==> src/rtl/wb_bram_initiator.sv <==
// Wishbone classic slave driving a single-port 16-bit BRAM (byte enables, 1-cycle read).
// Define WB_BRAM_BURST_EN to enable incrementing read bursts (cti=3'b010).
module wb_bram_initiator #(
  parameter int AW        = 15,
  parameter int MEM_WORDS = 32768
) (
  input  logic          wb_clk_i,
  input  logic          wb_rst_i,
  input  logic          wb_cyc_i,
  input  logic          wb_stb_i,
  input  logic          wb_we_i,
  input  logic [1:0]    wb_sel_i,
  input  logic [AW-1:0] wb_adr_i,
  input  logic [15:0]   wb_dat_i,
  input  logic [2:0]    wb_cti_i,
  output logic [15:0]   wb_dat_o,
  output logic          wb_ack_o,
  output logic          wb_err_o,
  output logic [1:0]    bram_we,
  output logic [AW-1:0] bram_adr,
  output logic [15:0]   bram_dat_o,
  input  logic [15:0]   bram_dat_i
);

  typedef enum logic [1:0] {IDLE, ACK, ERR} state_t;

  localparam logic [AW:0] MEM_LIM = (AW+1)'(MEM_WORDS);

  state_t state_q, state_d;
  logic   ack_q, ack_d;
  logic   err_q, err_d;
  logic   req, oor;
  logic   burst_go;

  assign req = wb_cyc_i & wb_stb_i;
  assign oor = ({1'b0, wb_adr_i} >= MEM_LIM);

`ifdef WB_BRAM_BURST_EN
  logic [AW-1:0] adr_nxt;
  // Lookahead wraps naturally at 2^AW; a lookahead beyond the memory ends the burst.
  assign adr_nxt  = wb_adr_i + {{(AW-1){1'b0}}, 1'b1};
  assign burst_go = req & ~wb_we_i & (wb_cti_i == 3'b010) & ({1'b0, adr_nxt} < MEM_LIM);
`else
  logic unused_cti;
  assign unused_cti = ^wb_cti_i;
  assign burst_go   = 1'b0;
`endif

  always_comb begin
    state_d  = state_q;
    bram_adr = wb_adr_i;
    bram_we  = 2'b00;
    case (state_q)
      IDLE: begin
        if (req) begin
          if (oor) begin
            state_d = ERR;
          end else begin
            state_d = ACK;
            bram_we = wb_sel_i & {2{wb_we_i}};
          end
        end
      end
      ACK: begin
        state_d = IDLE;
        if (burst_go) begin
          state_d = ACK;
`ifdef WB_BRAM_BURST_EN
          bram_adr = adr_nxt;
`endif
        end
      end
      ERR:     state_d = IDLE;
      default: state_d = IDLE;
    endcase
    // The FSM sits in IDLE during reset; keep a live request from writing.
    if (wb_rst_i) bram_we = 2'b00;
    ack_d = (state_d == ACK);
    err_d = (state_d == ERR);
  end

  always_ff @(posedge wb_clk_i or posedge wb_rst_i) begin
    if (wb_rst_i) begin
      state_q <= IDLE;
      ack_q   <= 1'b0;
      err_q   <= 1'b0;
    end else begin
      state_q <= state_d;
      ack_q   <= ack_d;
      err_q   <= err_d;
    end
  end

  assign wb_ack_o   = ack_q & req;
  assign wb_err_o   = err_q & req;
  assign wb_dat_o   = bram_dat_i;
  assign bram_dat_o = wb_dat_i;

endmodule

==> config.mk <==
export PLATFORM = sky130hd
export DESIGN_NAME = wb_bram_initiator
export DESIGN_NICKNAME = d
export VERILOG_FILES = /design/src/rtl/wb_bram_initiator.sv
export SDC_FILE = /design/constraint.sdc
export NUM_CORES = 1
export LEC_CHECK = 0
export ABC_AREA = 1
export BUFFER_PORTS_ARGS = -buffer_cell sky130_fd_sc_hd__clkbuf_2
export CORE_UTILIZATION = 22
export CTS_CLUSTER_SIZE = 28
export DETAILED_ROUTE_END_ITERATION = 8
export PLACE_DENSITY = 0.86
export RECOVER_POWER = 100
export SLEW_MARGIN = 10
export SYNTH_ARGS = -nofsm -noshare
export SYNTH_HDL_FRONTEND = slang
export SYNTH_SLANG_ARGS = --single-unit
==> constraint.sdc <==
create_clock -name wb_clk_i -period 0.8 [get_ports wb_clk_i]
set_input_delay 0.16 -clock wb_clk_i [delete_from_list [all_inputs] [get_ports wb_clk_i]]
set_output_delay 0.16 -clock wb_clk_i [all_outputs]
set_load 0.01 [all_outputs]
Yosys cells after proc, flatten, opt, wreduce, memory -nomap -nowiden
Index checks and enable logic that the tools add are counted.
Storage, ports and cells
  register bits: 4
  input port bits: 57
  output and inout bits: 51
  logic and storage cells: 15
Cells by class
  eq/ne operators: 2
  multiplexer cells: 5
  bitwise logic cells: 4
  reductions and logical operators: 1
Operators with widths (number)
  2-bit two-way mux: 5
  1-bit AND: 3
  2-bit AND: 1
  2-bit by 1-bit equality test with 1-bit output (second input constant): 1
  2-bit equality test (second input constant): 1
  2-bit logical NOT: 1

Longest topological paths before layout
  depth in word-level cells: 4
  mapped depth: 4
  depth with buffers taken out: 4

Worst setup path before layout
OpenSTA, ideal clock, no wires.
  path kind: reg-to-output
  start: reg state_q[1]
  end: out bram_we[0]
  data arrival time: 0.693 ns
  data required time: 0.640 ns
  setup slack: -0.053 ns
  stages on the path, launching flop included: 4
  path buffers: 0
  cell sequence: dfrtp_1 -> nor2_2 -> nand2_2 -> nor2_1
Between the ends
  word-level cells in the longest chain between the ends: 3
RTL lines
  start, declared: line 29  | state_t state_q, state_d;
  start signal, assigned: line 88  | state_q <= state_d;
  2-bit logical NOT: line 53  | case (state_q)
  2-bit two-way mux: line 53
  2-bit two-way mux: line 77  | if (wb_rst_i) bram_we = 2'b00;
  end, declared: line 19  | output logic [1:0] bram_we,
No other way between the ends.

Worst setup path in the final report
Ends and elaborated chain as after synthesis.

==> Implementation_results.wiki <==
{| class="wikitable"
! Metric !! Value
|-
| Global-route layer with the greatest usage || met4
|-
| Avg Vias per Cell || 3.500
|-
| # nets final || 97
|-
| Overall Global Routing Usage || 0.07219
|-
| Kind of end point of the critical path || output pin
|-
| PnR worst setup slack || -0.3683 ns
|-
| I/O pin total || 108
|-
| Summed instance area of the synthesized netlist || 523.0 um^2
|-
| Number of antenna violations at the first check in global routing || 0
|-
| Area of the die || 0.002576 mm^2
|-
| Count of flip-flops with a built-in enable after synthesis || 0
|-
| Final period demand of the worst path || 1.168 ns
|-
| M1 GR Usage || 0.02342
|-
| DP Area || 279.0 um^2
|-
| Vertical die dimension || 50.76 um
|-
| Register area || 100.1 um^2
|-
| Launching element type of the critical path || register
|-
| Top cell type by total area after synthesis || buf_4
|-
| Leak pwr || 0.1808 nW
|-
| Share of cells above drive strength 1 || 0.5526
|-
| H-Tree Depth || 1
|-
| Commonest register cell after synthesis || dfrtp_1
|-
| Required time reported for the critical path endpoint || 0.64 ns
|-
| # diodes || 0
|-
| Remaining global-route overflow || 0
|-
| Asr flop ratio synth || 1.000
|-
| Buffer levels on the longest clock path || 2
|-
| Ratio of total power to cell area || 1684 mW/mm^2
|-
| Final weighted congestion in routability-driven placement || 0.6788
|-
| Top cell type's share of synthesized area || 0.6746
|-
| Clock tree from TritonCTS || yes
|-
| DP Worst Slack || -0.1476 ns
|-
| Violated checks || negative setup slack
|-
| CP arrival || 1.01 ns
|-
| Layout area overhead || -39.71%
|-
| Total of warnings raised by yosys || 0
|-
| DR iter-0 viols || 0
|-
| GR met3 Demand/Resource || 0.07273
|-
| Peak VDD IR || 0.7348 mV
|-
| Starting density of the core || 0.2342
|-
| Cells after synthesis || 67
|-
| Width of the die || 50.76 um
|-
| Sequential cell area fraction in the yosys report || 0.1914
|-
| Count of pins over their slew limit || 0
|-
| Unrepaired setup endpoints after global routing || true
|-
| Dominant cell by count in the synthesized netlist || buf_4
|-
| Count of standard-cell rows || 17
|-
| Setup violators final || 6
|-
| Clock buffer count from CTS || 3
|-
| Wire length of the first global-routing pass || 1.159 mm
|-
| Filler cells || 260
|-
| Number of hold violations in the final report || 0
|-
| Count of vias placed by the detailed router || 231
|-
| Total half-perimeter wirelength after legalization and detailed placement || 694.1 um
|-
| Root Driver || clkbuf_4
|-
| Global-route track usage on met2 || 0.09778
|-
| Number of max-capacitance violations reported || 0
|-
| Worst Path Max Fanout || 3
|-
| Worst setup skew after layout || 0.007232 ns
|-
| Via count of the first global-routing pass || 245
|-
| Clock slew at the register clock pins of the worst setup and hold paths || 0.03 ns
|-
| DRC || 0
|-
| Cell area after layout || 315.3 um^2
|-
| Detailed-routing iteration count for the pre-antenna-repair pass || 1
|-
| Flops & latches, synth || 4
|-
| Number of buffers inserted by port buffering || 10
|-
| Detail-routed net length per standard cell || 12.59 um
|-
| Number of clock sinks seen by CTS || 4
|-
| Post-synthesis area per instance || 7.806 um^2
|-
| Number of unique standard cell types used by synthesis || 9
|-
| Multi-input gate area || 56.30 um^2
|-
| Antenna-violating nets left || 0
|-
| Highest achievable clock rate || 0.8559 GHz
|-
| Outcome || complete, but fails checks
|-
| Clock insertion delay at the later pin of the skew report || 0.24 ns
|-
| Final worst path period share || 1.460
|-
| Core area || 0.002233 mm^2
|-
| Routed Wire Length || 831 um
|-
| Maximum number of pins on one net before global-route repair || 5
|-
| Path category of the worst min-delay check || in -> out
|-
| Utilization after layout || 0.1412
|-
| Top area cells in the synthesized netlist || buf_4 67%, dfrtp_1 19%, inv_1 3.6%
|-
| Crit path kind || reg -> out
|-
| Most instantiated cells after synthesis || 47 x buf_4, 5 x inv_1, 4 x dfrtp_1, 4 x nor2_1
|}
-- critical path, cell delays in order (launching register included) --
cell     delay [ns]
dfrtp_1        0.36
nor2_2         0.11
nand2_2        0.08
nor2_2         0.09
buf_2          0.13
-- logic make-up after synthesis --
logic type             after synthesis  synth area share
buffers and inverters               53            0.7177
and+or+nand+nor                      9           0.08373
DFF                                  4            0.1914
other                                1          0.007170
-- area by class of cell --
type                    instances  share of cell area
flip-flops and latches          4              0.3175
multi-input cells              11              0.1786
well taps                      28              0.1111
inverters                       6             0.07143
clock buffers                   3             0.07143
repair buffers                 14              0.2500
-- cells in the final DEF (no fill, tap or decap), drive strengths merged --
cell,count
nor2,5
nand3,2
conb,2
dfrtp,4
inv,6
clkbuf,10
buf,6
dlygate4sd3,1
nand2,2
-- through the flow --
| step | instances | hold slack (ns) | setup TNS, ns | total power, mW |
|---|---|---|---|---|
| after floorplan | 68 | -0.05782 | -0.04597 | 0.4843 |
| after global placement | 61 | 0.1298 | -0.2131 | 0.2699 |
| after global routing | 66 | 0.3200 | -1.570 | 0.5653 |
| final | 66 | 0.3200 | -1.266 | 0.5311 |
| after CTS | 66 | 0.3201 | -1.381 | 0.5466 |
| after detailed placement | 61 | 0.1436 | -0.2866 | 0.2721 |
-- worst paths after layout --
check | from | endpoint | slack (ns) | cells after the start
max in group asynchronous | wb_rst_i | state_q[1]$_DFF_PP0_ | 0.12 | 4
setup reg to reg | state_q[1]$_DFF_PP0_ | state_q[0]$_DFF_PP0_ | -0.11 | 5
setup / recovery | state_q[1]$_DFF_PP0_ | bram_we[0] | -0.37 | 4
hold / removal | wb_adr_i[3] | bram_adr[3] | 0.32 | 0
hold reg to reg | state_q[0]$_DFF_PP0_ | ack_q$_DFF_PP0_ | 0.71 | 5
min in group asynchronous | wb_rst_i | ack_q$_DFF_PP0_ | 0.48 | 4
-- layer usage --
metal,share of wire,vias to the layer above
met5,0,-
li1,-,89
met3,0.27,14
met4,0.13,0
met1,0.14,90
met2,0.47,38
-- where the power goes --
group / total (mW) / internal (mW) / switching, mW
Sequential: 0.215 / 0.213 / 0.00292
Combinational: 0.0581 / 0.0294 / 0.0287
Clock: 0.258 / 0.168 / 0.0894
-- what timing repair did --
action,in CTS,in global routing
buffers inserted,1,0
hold buffers,1,0
setup endpoints to repair,6,6
pin swaps,3,0
endpoints found under the hold margin,4,0
gates resized for setup,0,4
-- flip-flops by register name, indices dropped and copies added (netlist names) --
name,cells
err_q,1
ack_q,1
state_q,2
(Power assumes the default switching activity.)
